`src/rtl/down_timer_pkg.sv`:
```
// Shared definitions for the counter blocks: the timer FSM state encoding.
package down_timer_pkg;

    localparam int STATE_W = 2;

    typedef enum logic [STATE_W-1:0] {
        IDLE = 2'b00,
        RUN  = 2'b01,
        DONE = 2'b10
    } state_e;

endpackage

```
`src/rtl/down_timer.sv`:
```
// Loadable down timer: counts qualified ticks to zero, then stops (one-shot)
// or reloads (periodic). All outputs are registered.
module down_timer
    import down_timer_pkg::*;
#(
    parameter int WIDTH = 4
) (
    input  logic             clk,
    input  logic             rst,
    input  logic             load,
    input  logic [WIDTH-1:0] load_val,
    input  logic             start,
    input  logic             stop,
    input  logic             en,
    input  logic             auto_reload,
    output logic [WIDTH-1:0] count,
    output logic             tc,
    output logic             busy,
    output logic             expired
);

    localparam logic [WIDTH-1:0] ZERO = '0;
    localparam logic [WIDTH-1:0] ONE  = WIDTH'(1);

    state_e           state;
    logic [WIDTH-1:0] reload_reg;

    always_ff @(posedge clk or posedge rst) begin
        if (rst) begin
            state      <= IDLE;
            count      <= ZERO;
            reload_reg <= ZERO;
            tc         <= 1'b0;
            busy       <= 1'b0;
            expired    <= 1'b0;
        end else begin
            tc <= 1'b0;
            if (load) begin
                count      <= load_val;
                reload_reg <= load_val;
                state      <= IDLE;
                busy       <= 1'b0;
                expired    <= 1'b0;
            end else if (stop && state == RUN) begin
                state <= IDLE;
                busy  <= 1'b0;
            end else if (start && state != RUN) begin
                count   <= reload_reg;
                expired <= 1'b0;
                if (reload_reg != ZERO) begin
                    state <= RUN;
                    busy  <= 1'b1;
                end else if (auto_reload) begin
                    // zero period: every enabled tick is a terminal count
                    state <= RUN;
                    busy  <= 1'b1;
                    tc    <= 1'b1;
                end else begin
                    state   <= DONE;
                    busy    <= 1'b0;
                    expired <= 1'b1;
                    tc      <= 1'b1;
                end
            end else if (state == RUN && en) begin
                if (count > ONE) begin
                    count <= count - ONE;
                end else if (count == ONE) begin
                    count <= ZERO;
                    tc    <= 1'b1;
                    if (!auto_reload) begin
                        state   <= DONE;
                        busy    <= 1'b0;
                        expired <= 1'b1;
                    end
                end else if (auto_reload) begin
                    count <= reload_reg;
                    tc    <= (reload_reg == ZERO);
                end else begin
                    // periodic mode dropped while parked at zero: finish quietly
                    state   <= DONE;
                    busy    <= 1'b0;
                    expired <= 1'b1;
                end
            end
        end
    end

endmodule
```
`config.mk`:
```
export PLATFORM = sky130hd
export DESIGN_NAME = down_timer
export DESIGN_NICKNAME = d
export VERILOG_FILES = /design/src/rtl/down_timer_pkg.sv /design/src/rtl/down_timer.sv
export SDC_FILE = /design/constraint.sdc
export NUM_CORES = 1
export LEC_CHECK = 0
export BUFFER_PORTS_ARGS = -buffer_cell sky130_fd_sc_hd__clkbuf_2
export CAP_MARGIN = 40
export CORE_UTILIZATION = 55
export DETAILED_ROUTE_END_ITERATION = 8
export PLACE_DENSITY_LB_ADDON = 0.25
export SYNTH_ARGS = -nofsm -noshare
export SYNTH_HDL_FRONTEND = slang
export SYNTH_SLANG_ARGS = --single-unit
```
`constraint.sdc`:
```
create_clock -name clk -period 4.6 [get_ports clk]
set_input_delay 0.46 -clock clk [delete_from_list [all_inputs] [get_ports clk]]
set_output_delay 0.46 -clock clk [all_outputs]
set_load 0.005 [all_outputs]
```
Word level (Yosys, flattened, before mapping)

Cells that the tools add are included.

Output and inout port bits: 7
Bits of input ports: 11
Register bits: 13
Word-level logic and storage cells: 66

Muxes and demuxes: 39
Order comparisons: 1
$add $sub $neg: 1
Reductions and logical operators: 11
Equal/unequal tests: 8

Operators with widths:

| cell                  | count |
|---|---|
| $mux W4               | 7 |
| $mux W1               | 24 |
| $mux W2               | 8 |
| $reduce_bool A4 Y1    | 2 |
| $reduce_and A3 Y1     | 2 |
| $reduce_bool A5 Y1    | 1 |
| $eq A4 B1 Y1 const B  | 1 |
| $gt A4 B1 Y1 const B  | 1 |
| $logic_not A4 Y1      | 1 |
| $ne A4 B2 Y1 const B  | 1 |
| $ne A4 B4 Y1 const B  | 1 |
| $reduce_and A4 Y1     | 1 |
| $sub A4 B1 Y4 const B | 1 |
| $logic_and A1 B1 Y1   | 3 |
| $ne A3 B2 Y1 const B  | 1 |
| $ne A3 B3 Y1 const B  | 1 |
| $reduce_bool A3 Y1    | 1 |
| $eq A2 B1 Y1 const B  | 1 |
| $ne A2 B1 Y1 const B  | 1 |
| $ne A2 B2 Y1 const B  | 1 |

Depth between registers and ports, before layout

Gate-level depths: netlist of the first run.

Depth in word-level cells: 8
Mapped depth: 6
Depth with buffers taken out: 6

Worst setup path after synthesis of the first run

No wires, ideal clock.

Path type: flip-flop to flip-flop
From: register count[0]
To: register count[0]
Path slack: 2,891 ps
Buffers on the path: 0
Period minus slack after synthesis: 1,709 ps
Library setup time: 125 ps
Arrival: 1,584 ps
Stages on the path, launching flop included: 7
Data required time: 4,475 ps
Cell sequence: dfrtp_1 inv_1 ha_1 nor4b_4 a211oi_2 nand2b_4 mux2_4

Word-level cells in the longest chain between the ends: 7
Elaborated cells between the ends (all ways): 11
Those cells by class: add/sub: 1; order compare: 1; eq/ne: 1; mux: 6; reduce/logical: 2

RTL lines:

| what                                                                  | line             | RTL |
|---|---|---|
| from (decl)                                                           | down_timer.sv:16 | `output logic [WIDTH-1:0] count,` |
| from (signal assigned)                                                | down_timer.sv:39 | `count <= load_val;` |
| from (signal assigned)                                                | down_timer.sv:48 | `count <= reload_reg;` |
| from (signal assigned)                                                | down_timer.sv:66 | `count <= count - ONE;` |
| parallel branches: the longest is 7 deep, another holds $sub A4 B1 Y4 | -                |  |

Parallel ways; which one is timed is not known. The select of a mux whose other input is x is not followed.
A chain may end at the register's enable or synchronous reset.

Worst setup path in the final report of the first run

From: register count[0]
To: register count[1]

Same word-level chain as after synthesis.

==> summary.md, run 1 <==
| Metric | Value |
|---|---|
| Nets@finish | `114` |
| Pre-antenna DRT Iters | `4` |
| Worst EP arrival | `2020 ps` |
| Max_cap viols | `0` |
| Seq pwr share | `42.7%` |
| Vias | `688` |
| CTS Buf Count | `3` |
| Asr flop ratio synth | `100.0%` |
| CP required | `4770 ps` |
| DP Area | `884.6 sq um` |
| Core Footprint | `1318 sq um` |
| Clock-pin slew of the registers on the worst-case setup and hold paths | `80 ps` |
| Initial antenna violation count | `0` |
| Gpl congestion | `0.8934` |
| Mux contribution to synthesized area | `8.121%` |
| Clock tree from TritonCTS | `built` |
| # diodes | `0` |
| EDFF count, synth | `0` |
| M3 GR Usage | `5.114%` |
| Yosys top cell area share | `38.22%` |
| Maximum clock rate | `540.3 MHz` |
| CP Capture Type | `register` |
| Die span in x | `39.80 um` |
| Resized cells post-CTS | `0` |
| Syn nets | `93` |
| P&R area growth vs syn | `17.20%` |
| RSZ-0062 raised after global routing | `no` |
| Largest family of logic cells by synthesized area | `simple AND/OR/NAND/NOR gates` |
| Clock share of power | `26.2%` |
| Dominant cell type by area after synthesis | `dfrtp_1` |
| Hold slack | `153.3 ps` |
| Yosys warns | `0` |
| Clock root buffer | `clkbuf_4` |
| Post-synthesis cell area | `785.8 sq um` |
| Synth top cells by count | `dfrtp_1 (12), nand2_1 (12), inv_1 (8)` |
| Final Hold Viols | `0` |
| Total GRT Usage | `26.31%` |
| # hold bufs at CTS | `0` |
| Min Tclk post-route | `1851 ps` |
| GR met1 Demand/Resource | `35.21%` |
| First DRT Iteration DRCs | `25` |
| Share of cells above drive strength 1 | `30.00%` |
| Cell Rows | `13` |
| Final instance area | `920.9 sq um` |
| HP Class | `in -> async` |
| CP max FO | `6` |
| Largest net degree at the start of global routing | `13` |
| R2r setup slk | `2750 ps` |
| Outcome | `completed` |
| Critical Path Start Type | `register` |
| CP Class | `reg -> reg` |
| Initial core utilization | `59.64%` |
| Fraction of the yosys area taken by sequential cells | `38.22%` |
| Port bufs | `17` |
| Fillers | `105` |
| Syn_area_per_cell | `9.822 sq um` |
| Setup TNS | `0 ps` |
| Detailed-route wire length per cell | `13.87 um` |
| Period Utilization, post-route | `40.24%` |
| Number of global-route vias before repair | `613` |
| Final setup viols | `0` |
| Main synth FF type | `dfrtp_1` |
| Slew margin rel. | `69.98%` |
| Worst slew pin tran | `449.8 ps` |
| Gate power share | `31.1%` |
| Die Y | `39.80 um` |
| Fin cells | `115` |
| Final Slew Violations | `0` |
| Post-synthesis adder-cell area fraction | `3.185%` |
| Synth cell types | `35` |
| Drt via density | `5.983` |
| Final core occ | `69.90%` |
| Post-synthesis xor/xnor area fraction | `0%` |
| Post-synthesis instance total | `80` |
| Clock Skews | `3.203 ps` |
| GR Util met2 | `42.21%` |
| Gr ovfl total | `0` |
| Boundary Pins | `18` |
| Peak supply drop | `0.2365 mV` |
| Latest clock arrival within the worst-skew pair | `280 ps` |
| Top cells by area, synth | `dfrtp_1 (38%), nand2_1 (5.7%), mux2_1 (4.3%), inv_1 (3.8%), mux2_4 (3.8%)` |
| H-Tree Depth | `1` |
| Int Pwr | `216.7 uW` |
| Synth Area in Simple Gates | `23.09%` |
| Power Dens Cells | `352.0 nW/um^2` |
| Die area | `1584 sq um` |
| Leak | `0.4409 nW` |
| Placed Cells incl. Taps | `111` |
| Num Clock Sinks | `12` |
| Post-CTS Setup Inserts | `0` |
| Synth Register Bits | `12` |
| Post-synthesis compound-gate area fraction | `22.93%` |
| Sw Share | `33.15%` |
| Antenna Nets Post-Route | `0` |
| First-pass GRT wire length | `2725 um` |
| Gr busiest metal | `met2` |
| DP HPWL | `1242 um` |
| Remaining DRCs | `0` |
| Sw Pwr | `107.5 uW` |
| Clock Path Buffers | `2` |
| DRT Wirelength | `1595 um` |
==> cells in the final DEF, fill, tap and decap left out, types with 2 or more instances in the layout <==
cell type,instances
inv_1,8
nor2_1,3
o221ai_1,3
dfrtp_1,12
mux2_1,3
ha_1,2
a21oi_1,5
nor3_1,2
nand2b_1,2
nand2_1,12
clkbuf_4,3
clkbuf_2,17
mux2_4,2
o211ai_1,2
o22ai_1,2
==> final timing paths <==
check,startpoint,cells after the start,endpoint
worst min register to register,reload_reg[0],2,reload_reg[0]
worst min-delay path,rst,2,reload_reg[1]
worst max register to register,count[0],6,count[1]
min in group clk,load_val[2],2,reload_reg[2]
max in group asynchronous,rst,2,state[1]
worst max-delay path,count[0],6,count[1]
==> metrics by stage <==
stage	total power [mW]	worst slack (ps)
finish	0.3241	2749
detailed placement	0.2407	2769
global placement	0.2381	2835
global route	0.3444	2624
floorplan	0.2094	2891
CTS	0.3261	2751
==> cell type report <==
cell class	instances	area (sq um)	share of cell area (%)
clock buffers	4	36.28	3.940
inverters	8	30.03	3.261
multi-input cells	59	450.4	48.91
flip-flops and latches	12	300.3	32.61
well taps	15	18.77	2.038
repair buffers	17	85.08	9.239
==> power by group through the flow <==
stage / combinational (mW) / clock, mW / sequential, mW
finish: 0.101 / 0.0848 / 0.138
global route: 0.114 / 0.0891 / 0.142
CTS: 0.101 / 0.0870 / 0.138
detailed placement: 0.100 / 0 / 0.141
global placement: 0.0990 / 0 / 0.139
floorplan: 0.0718 / 0 / 0.138
==> cells by family after synthesis <==
kind of cell | after synthesis
AOI/OAI and AO/OA | 23
adders and majority gates | 2
buffers and inverters | 9
DFF | 12
muxes | 5
and+or+nand+nor | 29
==> layer usage <==
metal,vias to the layer above,wire [um]
li1,338,-
met1,320,742
met2,28,735
met3,2,97
met4,0,20
met5,-,0
==> worst max-delay path: stages, from the launching register on <==
cell	delay (ps)
dfrtp_1	450
inv_1	70
ha_1	250
nor4b_4	160
a211oi_2	300
nand2b_4	210
mux2_4	300
(Power assumes the default switching activity.)
==> run 2, diff against run 1 <==
--- a/config.mk
+++ b/config.mk
@@ -7,7 +7,7 @@
 export LEC_CHECK = 0
 export BUFFER_PORTS_ARGS = -buffer_cell sky130_fd_sc_hd__clkbuf_2
 export CAP_MARGIN = 40
-export CORE_UTILIZATION = 55
+export CORE_UTILIZATION = 51
 export DETAILED_ROUTE_END_ITERATION = 8
 export PLACE_DENSITY_LB_ADDON = 0.25
 export SYNTH_ARGS = -nofsm -noshare
==> constraint.sdc (replaced) <==
create_clock -name clk -period 1.9 [get_ports clk]
set_input_delay 0.19 -clock clk [delete_from_list [all_inputs] [get_ports clk]]
set_output_delay 0.19 -clock clk [all_outputs]
set_load 0.005 [all_outputs]
==> summary.md, run 2 (synthesis results as in run 1) <==
| Metric | Value |
|---|---|
| First DRT Iteration DRCs | `28` |
| Die Y | `41.25 um` |
| Gpl congestion | `0.8855` |
| CP required | `2070 ps` |
| Nets@finish | `115` |
| CP Class | `reg -> reg` |
| Power Dens Cells | `848.1 nW/um^2` |
| Pre-antenna DRT Iters | `4` |
| Min Tclk post-route | `1774 ps` |
| DP Area | `884.6 sq um` |
| Initial antenna violation count | `0` |
| Antenna Nets Post-Route | `0` |
| Share of cells above drive strength 1 | `30.69%` |
| Hold slack | `132.5 ps` |
| CP Capture Type | `register` |
| Multi-input logic area | `450.4 sq um` |
| Clock tree from TritonCTS | `built` |
| Delay-heaviest family, CP | `simple AND/OR/NAND/NOR gates` |
| Core Footprint | `1366 sq um` |
| Fin cells | `116` |
| Largest net degree at the start of global routing | `13` |
| Clock Skews | `2.968 ps` |
| DP HPWL | `1303 um` |
| Clock-pin slew of the registers on the worst-case setup and hold paths | `80 ps` |
| Outcome | `completed` |
| Max incr delay on CP | `420 ps` |
| Register Area | `301.5 sq um` |
| Remaining DRCs | `0` |
| Worst EP arrival | `1940 ps` |
| Buffers plus inverters on the worst setup path | `1` |
| H-Tree Depth | `1` |
| CP max FO | `5` |
| Num Clock Sinks | `12` |
| Worst slew pin tran | `452.4 ps` |
| Final instance area | `932.1 sq um` |
| Maximum clock rate | `563.8 MHz` |
| CTS Buf Count | `3` |
| Detailed-route wire length per cell | `14.29 um` |
| First-pass GRT wire length | `2504 um` |
| Initial core utilization | `57.51%` |
| Clock root buffer | `clkbuf_4` |
| Final setup viols | `0` |
| Worst path slowest cell | `dfrtp_1` |
| Period Utilization, post-route | `93.35%` |
| Worst setup margin | `126.4 ps` |
| Vias | `701` |
| Port bufs | `17` |
| Gr ovfl total | `0` |
| Final Slew Violations | `0` |
| Clock Path Buffers | `2` |
| Boundary Pins | `18` |
| Final core occ | `68.22%` |
| # diodes | `0` |
| Total power | `790.6 uW` |
| P&R area growth vs syn | `18.63%` |
| Leak | `0.4440 nW` |
| Max_cap viols | `0` |
| DRT Wirelength | `1658 um` |
| RSZ-0062 raised after global routing | `no` |
| Drt via density | `6.043` |
| CP Cell Sequence | `inv_1 > ha_1 > nor4b_4 > a211oi_2 > nand2b_4 > mux2_4` |
| Post-CTS Setup Inserts | `0` |
| Die area | `1702 sq um` |
| Commonest non-fill, non-tap cell in the layout | `clkbuf_2` |
| Die span in x | `41.25 um` |
| HP Class | `in -> reg` |
| Final Hold Viols | `0` |
| Slew margin rel. | `69.81%` |
| Setup slack after placement | `71.41 ps` |
| Fillers | `116` |
| Cell Rows | `13` |
| Critical Path Start Type | `register` |
| Number of global-route vias before repair | `560` |
| Latest clock arrival within the worst-skew pair | `280 ps` |
| Setup TNS | `0 ps` |
| Peak supply drop | `0.5679 mV` |
| Most frequent cells in the layout | `clkbuf_2 (17), nand2_1 (12), dfrtp_1 (11)` |
| Placed Cells incl. Taps | `111` |
| Total GRT Usage | `23.10%` |
run 2: cell types whose count changed in the layout (fill, tap and decap cells not counted), sizes merged:
cell | previous run | this run
dlygate4sd3 | 0 | 1
run 2: routing by layer:
layer	up-vias	global-route usage [%]	wire, um
met1	316	33.90	788
met3	4	4.891	127
met4	0	9.677	26
met2	35	32.42	716
met5	-	0	0
li1	346	-	-
run 2: worst paths after layout:
check	from	cells after the start	slack (ps)	to
setup / recovery	count[1]	6	130	count[1]
hold / removal	load_val[0]	3	130	reload_reg[0]
setup reg to reg	count[1]	6	130	count[1]
hold reg to reg	state[1]	2	510	state[1]
max in group asynchronous	rst	3	1130	count[0]
min in group asynchronous	rst	3	440	reload_reg[3]
run 2: area by class of cell:
type / instances / share of cell area (%)
tap: 15 / 2.013
multi-input combinational: 59 / 48.32
timing repair buffer: 18 / 10.20
inverter: 8 / 3.221
sequential: 12 / 32.35
clock buffer: 4 / 3.893
run 2: where the power goes:
group / total, mW / leakage [nW] / internal, mW / switching [mW]
Combinational: 0.244 / 0.276 / 0.120 / 0.124
Sequential: 0.337 / 0.147 / 0.290 / 0.0469
Clock: 0.210 / 0.0210 / 0.117 / 0.0929
Total: 0.791 / 0.444 / 0.526 / 0.264
run 2: worst register-to-register path, stage by stage (launching register included):
cell	delay (ps)
dfrtp_1	420
inv_1	100
ha_1	230
nor4b_4	290
a211oi_2	140
nand2b_4	190
mux2_4	310
run 2: repair_timing:
item	4_1_cts	5_1_grt
setup endpoints to repair	0	3
resized for setup	0	1
hold endpoints to repair	12	0
hold buffers	1	0
